File: src/rtl/mac_accumulator_if.sv
// Handshake bundle for mac_accumulator: job control, product beats in, dot-product result out.
interface mac_accumulator_if #(
  parameter int CNT_W = 8
);
  logic             start;
  logic [CNT_W-1:0] len;
  logic             abort;
  logic             in_valid;
  logic [31:0]      in_data;
  logic             in_ready;
  logic             out_valid;
  logic [31:0]      out_data;
  logic             out_ready;
  logic             busy;
  logic             ovf;

  modport master (
    output start, len, abort, in_valid, in_data, out_ready,
    input  in_ready, out_valid, out_data, busy, ovf
  );

  modport slave (
    input  start, len, abort, in_valid, in_data, out_ready,
    output in_ready, out_valid, out_data, busy, ovf
  );
endinterface

File: src/rtl/mac_accumulator.sv
// Multiply-accumulate sink: sums len signed 32-bit products into an ACC_W accumulator and returns one 32-bit result.
// Optional macro MAC_ACC_SAT_EN: saturate out_data on overflow instead of truncating.
module mac_accumulator #(
  parameter int ACC_W = 40,
  parameter int CNT_W = 8
) (
  input  logic                 clk_in,
  input  logic                 rst_p,
  mac_accumulator_if.slave     bus
);

  typedef enum logic [1:0] {IDLE, ACCUM, DONE} state_t;

  state_t                  state, state_nxt;
  logic signed [ACC_W-1:0] acc;
  logic signed [ACC_W-1:0] in_ext;
  logic signed [ACC_W-1:0] acc_sum;
  logic [CNT_W-1:0]        cnt;
  logic                    xfer, last;
  logic                    sum_ovf;
  logic [31:0]             sum_res;
  logic                    in_ready_nxt, out_valid_nxt;

  // Out of signed 32-bit range iff the bits from 31 upward are not all equal.
  function automatic logic is_ovf(input logic [ACC_W-32:0] hi);
    return !((&hi) || (~|hi));
  endfunction

  function automatic logic [31:0] saturate(input logic neg);
    return neg ? 32'h8000_0000 : 32'h7FFF_FFFF;
  endfunction

  assign in_ext  = {{(ACC_W-32){bus.in_data[31]}}, bus.in_data};
  assign acc_sum = acc + in_ext;
  assign sum_ovf = is_ovf(acc_sum[ACC_W-1:31]);

`ifdef MAC_ACC_SAT_EN
  assign sum_res = sum_ovf ? saturate(acc_sum[ACC_W-1]) : acc_sum[31:0];
`else
  assign sum_res = acc_sum[31:0];
`endif

  // A beat presented together with abort is never taken.
  assign xfer = bus.in_valid & bus.in_ready & ~bus.abort;
  assign last = xfer && (cnt == CNT_W'(1));

  always_ff @(posedge clk_in or posedge rst_p) begin
    if (rst_p) state <= IDLE;
    else       state <= state_nxt;
  end

  always_comb begin
    state_nxt = state;
    unique case (state)
      IDLE:    if (bus.start) state_nxt = (bus.len == '0) ? DONE : ACCUM;
      ACCUM:   if (last) state_nxt = DONE;
      DONE:    if (bus.out_valid & bus.out_ready) state_nxt = IDLE;
      default: state_nxt = IDLE;
    endcase
    if (bus.abort) state_nxt = IDLE;
  end

  always_comb begin
    in_ready_nxt  = (state_nxt == ACCUM);
    out_valid_nxt = (state_nxt == DONE);
  end

  assign bus.busy = (state != IDLE);

  always_ff @(posedge clk_in or posedge rst_p) begin
    if (rst_p) begin
      acc           <= '0;
      cnt           <= '0;
      bus.in_ready  <= 1'b0;
      bus.out_valid <= 1'b0;
      bus.out_data  <= '0;
      bus.ovf       <= 1'b0;
    end else begin
      bus.in_ready  <= in_ready_nxt;
      bus.out_valid <= out_valid_nxt;
      if (bus.abort) begin
        acc     <= '0;
        cnt     <= '0;
        bus.ovf <= 1'b0;
      end else begin
        unique case (state)
          IDLE: if (bus.start) begin
            acc <= '0;
            cnt <= bus.len;
            if (bus.len == '0) begin
              bus.out_data <= '0;
              bus.ovf      <= 1'b0;
            end
          end
          // Result is captured from the final sum so it is stable for the whole DONE phase.
          ACCUM: if (xfer) begin
            acc <= acc_sum;
            cnt <= cnt - 1'b1;
            if (last) begin
              bus.out_data <= sum_res;
              bus.ovf      <= sum_ovf;
            end
          end
          default: ;
        endcase
      end
    end
  end

endmodule

File: src/flat_wrapper.sv
// flat-port wrapper written by rule: the top's interface ports become plain ports
module mac_accumulator_flat 
#(
  parameter int ACC_W = 40,
  parameter int CNT_W = 8
)
  (clk_in, rst_p, bus_start, bus_len, bus_abort, bus_in_valid, bus_in_data, bus_out_ready, bus_in_ready, bus_out_valid, bus_out_data, bus_busy, bus_ovf);
  mac_accumulator_if #(.CNT_W(CNT_W)) bus_i ();
  input  logic clk_in;
  input  logic rst_p;
  input wire logic [$bits(bus_i.start)-1:0] bus_start;
  input wire logic [$bits(bus_i.len)-1:0] bus_len;
  input wire logic [$bits(bus_i.abort)-1:0] bus_abort;
  input wire logic [$bits(bus_i.in_valid)-1:0] bus_in_valid;
  input wire logic [$bits(bus_i.in_data)-1:0] bus_in_data;
  input wire logic [$bits(bus_i.out_ready)-1:0] bus_out_ready;
  output wire logic [$bits(bus_i.in_ready)-1:0] bus_in_ready;
  output wire logic [$bits(bus_i.out_valid)-1:0] bus_out_valid;
  output wire logic [$bits(bus_i.out_data)-1:0] bus_out_data;
  output wire logic [$bits(bus_i.busy)-1:0] bus_busy;
  output wire logic [$bits(bus_i.ovf)-1:0] bus_ovf;
  assign bus_i.start = bus_start;
  assign bus_i.len = bus_len;
  assign bus_i.abort = bus_abort;
  assign bus_i.in_valid = bus_in_valid;
  assign bus_i.in_data = bus_in_data;
  assign bus_i.out_ready = bus_out_ready;
  assign bus_in_ready = bus_i.in_ready;
  assign bus_out_valid = bus_i.out_valid;
  assign bus_out_data = bus_i.out_data;
  assign bus_busy = bus_i.busy;
  assign bus_ovf = bus_i.ovf;
  mac_accumulator #(.ACC_W(ACC_W), .CNT_W(CNT_W)) u_core (.clk_in(clk_in), .rst_p(rst_p), .bus(bus_i));
endmodule
File: config.mk
export PLATFORM = sky130hd
export DESIGN_NAME = mac_accumulator_flat
export DESIGN_NICKNAME = d
export VERILOG_FILES = /design/src/rtl/mac_accumulator_if.sv /design/src/rtl/mac_accumulator.sv /design/src/flat_wrapper.sv
export SDC_FILE = /design/constraint.sdc
export NUM_CORES = 1
export LEC_CHECK = 0
export ABC_AREA = 1
export BUFFER_PORTS_ARGS = -buffer_cell sky130_fd_sc_hd__buf_4
export CORE_MARGIN = 2
export CORE_UTILIZATION = 59
export CTS_CLUSTER_SIZE = 10
export DETAILED_ROUTE_END_ITERATION = 6
export PLACE_DENSITY = 0.81
export SYNTH_ARGS = -nofsm -noshare
export SYNTH_HDL_FRONTEND = slang
export SYNTH_SLANG_ARGS = --single-unit
File: constraint.sdc
create_clock -name clk_in -period 3.2 [get_ports clk_in]
set_input_delay 0.16 -clock clk_in [delete_from_list [all_inputs] [get_ports clk_in]]
set_output_delay 0.16 -clock clk_in [all_outputs]
set_load 0.1 [all_outputs]
=== After elaboration in Yosys (flattened, before gate mapping) ===
Index checks and enable logic that the tools add are counted.

* Input port bits: 46
* Register bits after elaboration: 85

* Reductions and logical operators: 14
* Add/sub/neg operators: 2
* Multiplexer cells: 25
* Bitwise gates (word level): 4
* Eq/ne operators: 13

{| class="wikitable"
|+ Operators by type and width
! kind !! count
|-
| $mux 32 || 4
|-
| $mux 40 || 3
|-
| $pmux 40 s2 || 1
|-
| $pmux 32 s2 || 1
|-
| $add 40x32->40 || 1
|-
| $mux 8 || 3
|-
| $pmux 8 s2 || 1
|-
| $mux 2 || 5
|-
| $ne 3x2->1 const B || 3
|-
| $reduce_and 9->1 || 1
|-
| $reduce_or 9->1 || 1
|-
| $eq 8x1->1 const B || 1
|-
| $logic_not 8->1 || 1
|-
| $sub 8x1->8 const B || 1
|-
| $ne 2x1->1 const B || 3
|-
| $pmux 2 s3 || 1
|-
| $reduce_and 6->1 || 1
|-
| $mux 1 || 5
|-
| $reduce_and 5->1 || 1
|-
| $eq 2x1->1 const B || 2
|-
| $eq 2x2->1 const B || 2
|-
| $reduce_bool 2->1 || 2
|-
| $and 1x1->1 || 3
|-
| $ne 3x3->1 const B || 1
|-
| other kinds (9) || 10
|}

=== Longest topological paths before layout ===
* Depth in word-level cells: 9
* Depth in mapped cells: 19
* Mapped depth without buffers: 19

=== Least setup slack after synthesis ===
No wires, ideal clock.

* Kind: register to register
* Start point: reg u_core.bus.in_ready
* End point: reg u_core.bus.out_data[21]
* Setup slack: 0.907 ns
* Clock period less this slack: 2.293 ns
* Data arrival time: 2.157 ns
* Cell stages (with the launch flop): 12
* Library setup time: 0.136 ns
* Cells stage by stage: dfrtp_1 nand3_2 nor4_1 nor2_1 nor2_2 inv_2 nor2_2 inv_2 buf_6 buf_6 nand2_1 o21ai_0

* Longest elaborated chain between the ends: 5
* Elaborated cells between the ends (all ways): 6
* Classes of those cells: eq/ne: 2; bitwise: 2; reduce/logical: 2

{| class="wikitable"
|+ Ends and longest elaborated chain
! element !! line !! source
|-
| start: declaration || mac_accumulator_if.sv:24 || <nowiki>output in_ready, out_valid, out_data, busy, ovf</nowiki>
|-
| start signal: assignment || mac_accumulator.sv:79 || <nowiki>bus.in_ready <= in_ready_nxt;</nowiki>
|-
| $and 1x1->1 (*) (2 in a row) || mac_accumulator.sv:44 || <nowiki>assign xfer = bus.in_valid & bus.in_ready & ~bus.abort;</nowiki>
|-
| $logic_and 1x1->1 || mac_accumulator.sv:45 || <nowiki>assign last = xfer && (cnt == CNT_W'(1));</nowiki>
|-
| $ne 2x1->1 (no source line) || n/a ||
|-
| $reduce_and 6->1 (no source line) (*) || n/a ||
|-
| end signal: assignment || mac_accumulator.sv:100 || <nowiki>bus.out_data <= sum_res;</nowiki>
|-
| end: declaration || mac_accumulator_if.sv:24 ||
|}

Every way passes the cells marked *; elsewhere a longest branch is shown, timed or not.
A chain may end at the register's enable or synchronous reset.

=== Worst setup path in the final report ===
* Start point: reg u_core.acc[0]
* End point: reg u_core.bus.ovf

* Longest elaborated chain between the ends: 9
* Elaborated cells between the ends (all ways): 10
* Classes of those cells: add/sub: 1; mux: 4; reduce/logical: 5

{| class="wikitable"
|+ Ends and longest elaborated chain
! element !! line !! source
|-
| start: declaration || mac_accumulator.sv:15 || <nowiki>logic signed [ACC_W-1:0] acc;</nowiki>
|-
| start signal: assignment || mac_accumulator.sv:97 || <nowiki>acc <= acc_sum;</nowiki>
|-
| $add 40x32->40 (*) || mac_accumulator.sv:34 || <nowiki>assign acc_sum = acc + in_ext;</nowiki>
|-
| $reduce_or 9->1 || mac_accumulator.sv:26 || <nowiki>return !((&hi) || (~|hi));</nowiki>
|-
| $logic_not 1->1 || mac_accumulator.sv:26 ||
|-
| $logic_or 1x1->1 (*) || mac_accumulator.sv:26 ||
|-
| $logic_not 1->1 (*) || mac_accumulator.sv:26 ||
|-
| $mux 1 (*) || mac_accumulator.sv:99 || <nowiki>if (last) begin</nowiki>
|-
| $mux 1 (*) || mac_accumulator.sv:96 || <nowiki>ACCUM: if (xfer) begin</nowiki>
|-
| $pmux 1 s2 (*) || mac_accumulator.sv:86 || <nowiki>unique case (state)</nowiki>
|-
| $mux 1 (*) || mac_accumulator.sv:81 || <nowiki>if (bus.abort) begin</nowiki>
|-
| end signal: assignment || mac_accumulator.sv:101 || <nowiki>bus.ovf <= sum_ovf;</nowiki>
|-
| end: declaration || mac_accumulator_if.sv:24 ||
|}

Every way passes the cells marked *; elsewhere a longest branch is shown, timed or not. The select of a mux whose other input is x is not followed.

==> impl_metrics.csv <==
group,metric,value,unit
sta,fin_skew,0.0122,ns
synthesis,ys.warnings.count,0,
clocking,htreeDepth,3,
global_route,grt_max_degree,39,
sta,finalSetupViolations,0,
worst_setup_path,crit_type,"register to register",
floorplan,row_count,38,
sta,fin_crit,2.73,ns
synthesis,synth_area_leaders,"dfrtp_1 32%, nand2_1 15%, inv_1 8.6%",
sta,fin_crit_sh,0.854,
routing,route.detailed.drc,0,
worst_setup_path,end_kind,"register",
power_and_ir_drop,p_leak,3.99,nW
power_and_ir_drop,power.density,414,nW/µm²
clocking,cts-root-buf,"clkbuf_8",
power_and_ir_drop,p_comb_frac,0.339,
placement,dp_hpwl,14.1,mm
floorplan,die_width,109,µm
routing,drtAntennaViolNets,0,
run_status,status,"finished clean",
floorplan,start_util,0.605,
layout,seq_area,2130,µm²
synthesis,ys.flop_type,"dfrtp_1",
floorplan,core_area,10800,µm²
power_and_ir_drop,p_switching,1.25,mW
placement,port_buffers,81,
synthesis,syn_avg_cell_area,6.76,µm²
floorplan,dieArea,12000,µm²
layout,finalNetCount,1140,
layout,area_delta_synth_final,14.9,%
worst_setup_path,r2r-start,"u_core.acc[0]",
synthesis,synth_top_area_share,0.324,
routing,drt-pass1-iter-count,5,
clocking,cts_tree,"yes",
synthesis,ys_types,42,
power_and_ir_drop,switching_share,0.400,
synthesis,synth-async-reset-ratio,1.00,
floorplan,num_io_pins,82,
min_path,worstHoldStart,"bus_len[1]",
worst_setup_path,worstPathRequired,3.48,ns
clocking,path_clk_slew,0.09,ns
power_and_ir_drop,ir_worst_vdd,0.414,mV
power_and_ir_drop,clock_power_share,0.278,
synthesis,yosysTopAreaCell,"dfrtp_1",
routing,drt_wl_total,18.0,mm
global_route,gr-total-overflow,0,
synthesis,syn-num-nets,1058,
routing,initialDrtViolationCount,515,
clocking,cts_buffer_depth,2,
power_and_ir_drop,p_int,1.87,mW
layout,antennaDiodeCount,0,
clocking,clk_latency,0.38,ns
clocking,cts_setup_buffers,0,
clocking,clock_sinks,85,
routing,vias_per_cell,5.42,
sta,worst_pin_slew,0.655,ns
global_route,grt_pass1_vias,6070,
worst_setup_path,worstSetupStartpointType,"register",
sta,timing.slew.headroom,0.562,
global_route,grt_antenna_before_repair,0,
sta,finalMaxSlewViolations,0,
sta,fin_setup_tns,0,ns
sta,grt_setup_unrepaired,"false",
floorplan,dieHeight,109,µm
sta,hold_viol,0,
global_route,grt_usage,0.319,
sta,max_freq,366,MHz
synthesis,syn_inst,970,
power_and_ir_drop,total_power,3.12,mW
layout,nFillCells,947,
synthesis,syn_area,6560,µm²
clocking,cts_buffers,9,
worst_setup_path,cp.arrival,3.01,ns
routing,via_count,6486,
synthesis,ys_seq_area_frac,0.324,
synthesis,ys_ff_latch,85,
layout,drive_above_1_share,0.178,
layout,multi_input_area,3740,µm²
global_route,grt_pass1_wl,29.7,mm
synthesis,synth_edf_count,0,
placement,gp_congestion,0.943,
job,drv_cap,0,
routing,post_drt_wl_per_cell,15.0,µm
worst_setup_path,worstPathMaxFanout,5,
worst_setup_path,setup.worst_path.start,"u_core.acc[0]",
power_and_ir_drop,pwr-share-seq,0.383,
layout,fin_util,0.695,
clocking,cts.repair.resized,0,
min_path,worstHoldPathType,"input pin to register",
## kinds of logic after synthesis
family                     Yosys count  synth area share
buffers and inverters              178             0.106
AOI/OAI and AO/OA                  204             0.170
xor gates and xnor gates             4           0.00534
adders and majority gates           42            0.0812
DFF                                 85             0.324
and+or+nand+nor                    457             0.313
## path summary, 6_finish.rpt
check | cells past startpoint | to | slack, ns
max in group asynchronous | 4 | u_core.acc[23] | 2.04
worst min register to register | 2 | u_core.bus.out_data[12] | 0.49
worst min-delay path | 3 | u_core.cnt[1] | 0.06
worst max-delay path | 19 | u_core.bus.ovf | 0.47
min in group asynchronous | 3 | u_core.acc[4] | 0.40
worst max register to register | 19 | u_core.bus.ovf | 0.47
## through the flow
step	hold WS, ns	worst slack, ns	std cells	instance area, µm²
after floorplan	0.223	0.847	970	6560
after global placement	0.221	0.571	1179	7290
after detailed placement	0.226	0.542	1179	7290
after CTS	0.0421	0.522	1197	7540
after global routing	0.0609	0.277	1197	7540
final	0.0562	0.466	1197	7540
## Yosys cell counts, types with 2 or more instances
cell and number:
inv_2 10, nand3_2 8, xor2_1 2, or2_2 6, buf_1 3, nor3_1 4, buf_6 3, nor4_1 3
clkbuf_1 9, nor2_1 60, nand2_1 266, o22ai_1 19, ha_1 41, nor2_2 16, a21boi_0 2, a21oi_1 61
or2_1 3, o21ai_0 81, nand4_1 2, o211ai_1 11, xnor2_1 2, nand2_2 33, buf_2 2, a31o_2 3
a31oi_1 4, o21ai_1 15, dfrtp_1 85, nand3_1 45, o21bai_1 3, inv_1 151, nor2_4 6
## registers in the layout, indices dropped and copies added (netlist names)
name	count
u_core.acc	40
u_core.bus.in_ready	1
u_core.bus.out_data	32
u_core.bus.out_valid	1
u_core.bus.ovf	1
u_core.cnt	8
u_core.state	2
## routing by layer
| metal | vias up | wire length (µm) | GRT usage | share of wire |
|---|---|---|---|---|
| met3 | 25 | 1200 | 0.0480 | 0.067 |
| met2 | 206 | 7760 | 0.494 | 0.43 |
| met5 | - | 0 | 0 | 0 |
| met1 | 2968 | 8700 | 0.464 | 0.48 |
| li1 | 3287 | - | - | - |
| met4 | 0 | 334 | 0.0859 | 0.019 |
## worst max-delay path, cell delays in order, from the launching register on
cell and delay (ns):
dfrtp_1 0.36, ha_1 0.25, inv_1 0.08, fa_1 0.35
inv_1 0.13, nand3_1 0.09, nand3_1 0.16, nand2_1 0.09
nand2_2 0.10, nand2_1 0.07, nand2_2 0.11, nand2_2 0.08
nand2_2 0.09, nand2_1 0.05, nand2_1 0.11, nand2_1 0.07
nor2_1 0.11, nand3_1 0.12, nand3_1 0.15, nand2_1 0.07
## layout make-up
type	instances	area share
Tap cell	140	0.0232
Multi-Input combinational cell	707	0.496
Sequential cell	85	0.282
Inverter	161	0.0803
Clock inverter	5	0.0108
Clock buffer	11	0.0188
Timing Repair Buffer	88	0.0883
## power groups by stage
stage / logic [mW] / registers (mW) / clock network, mW
global route: 1.14 / 1.21 / 0.928
detailed placement: 1.05 / 1.21 / 0
finish: 1.06 / 1.20 / 0.867
CTS: 1.05 / 1.20 / 0.880
global placement: 1.04 / 1.22 / 0
floorplan: 0.397 / 1.60 / 0
## placed cells by master, fill, tap and decap left out, types with 3 or more instances in the layout
master    count
buf_4        86
clkbuf_8     10
nor4_1        3
nor3_1        4
o21bai_1      3
o21ai_0      81
ha_1         41
a21oi_1      61
or2_2         6
o21ai_1      15
o22ai_1      19
nand3_2       8
inv_1       150
nor2_2       16
nand3_1      45
nor2_1       60
inv_2        10
dfrtp_1      85
or2_1         3
o211ai_1     11
a31oi_1       4
a31o_2        3
nand2_1     266
nor2_4        6
nand2_2      33
## timing repair
item                                   CTS  global route
hold buffers                             2             0
endpoints found under the hold margin   31             0
setup endpoints to repair                0             0
(Power assumes the default switching activity.)
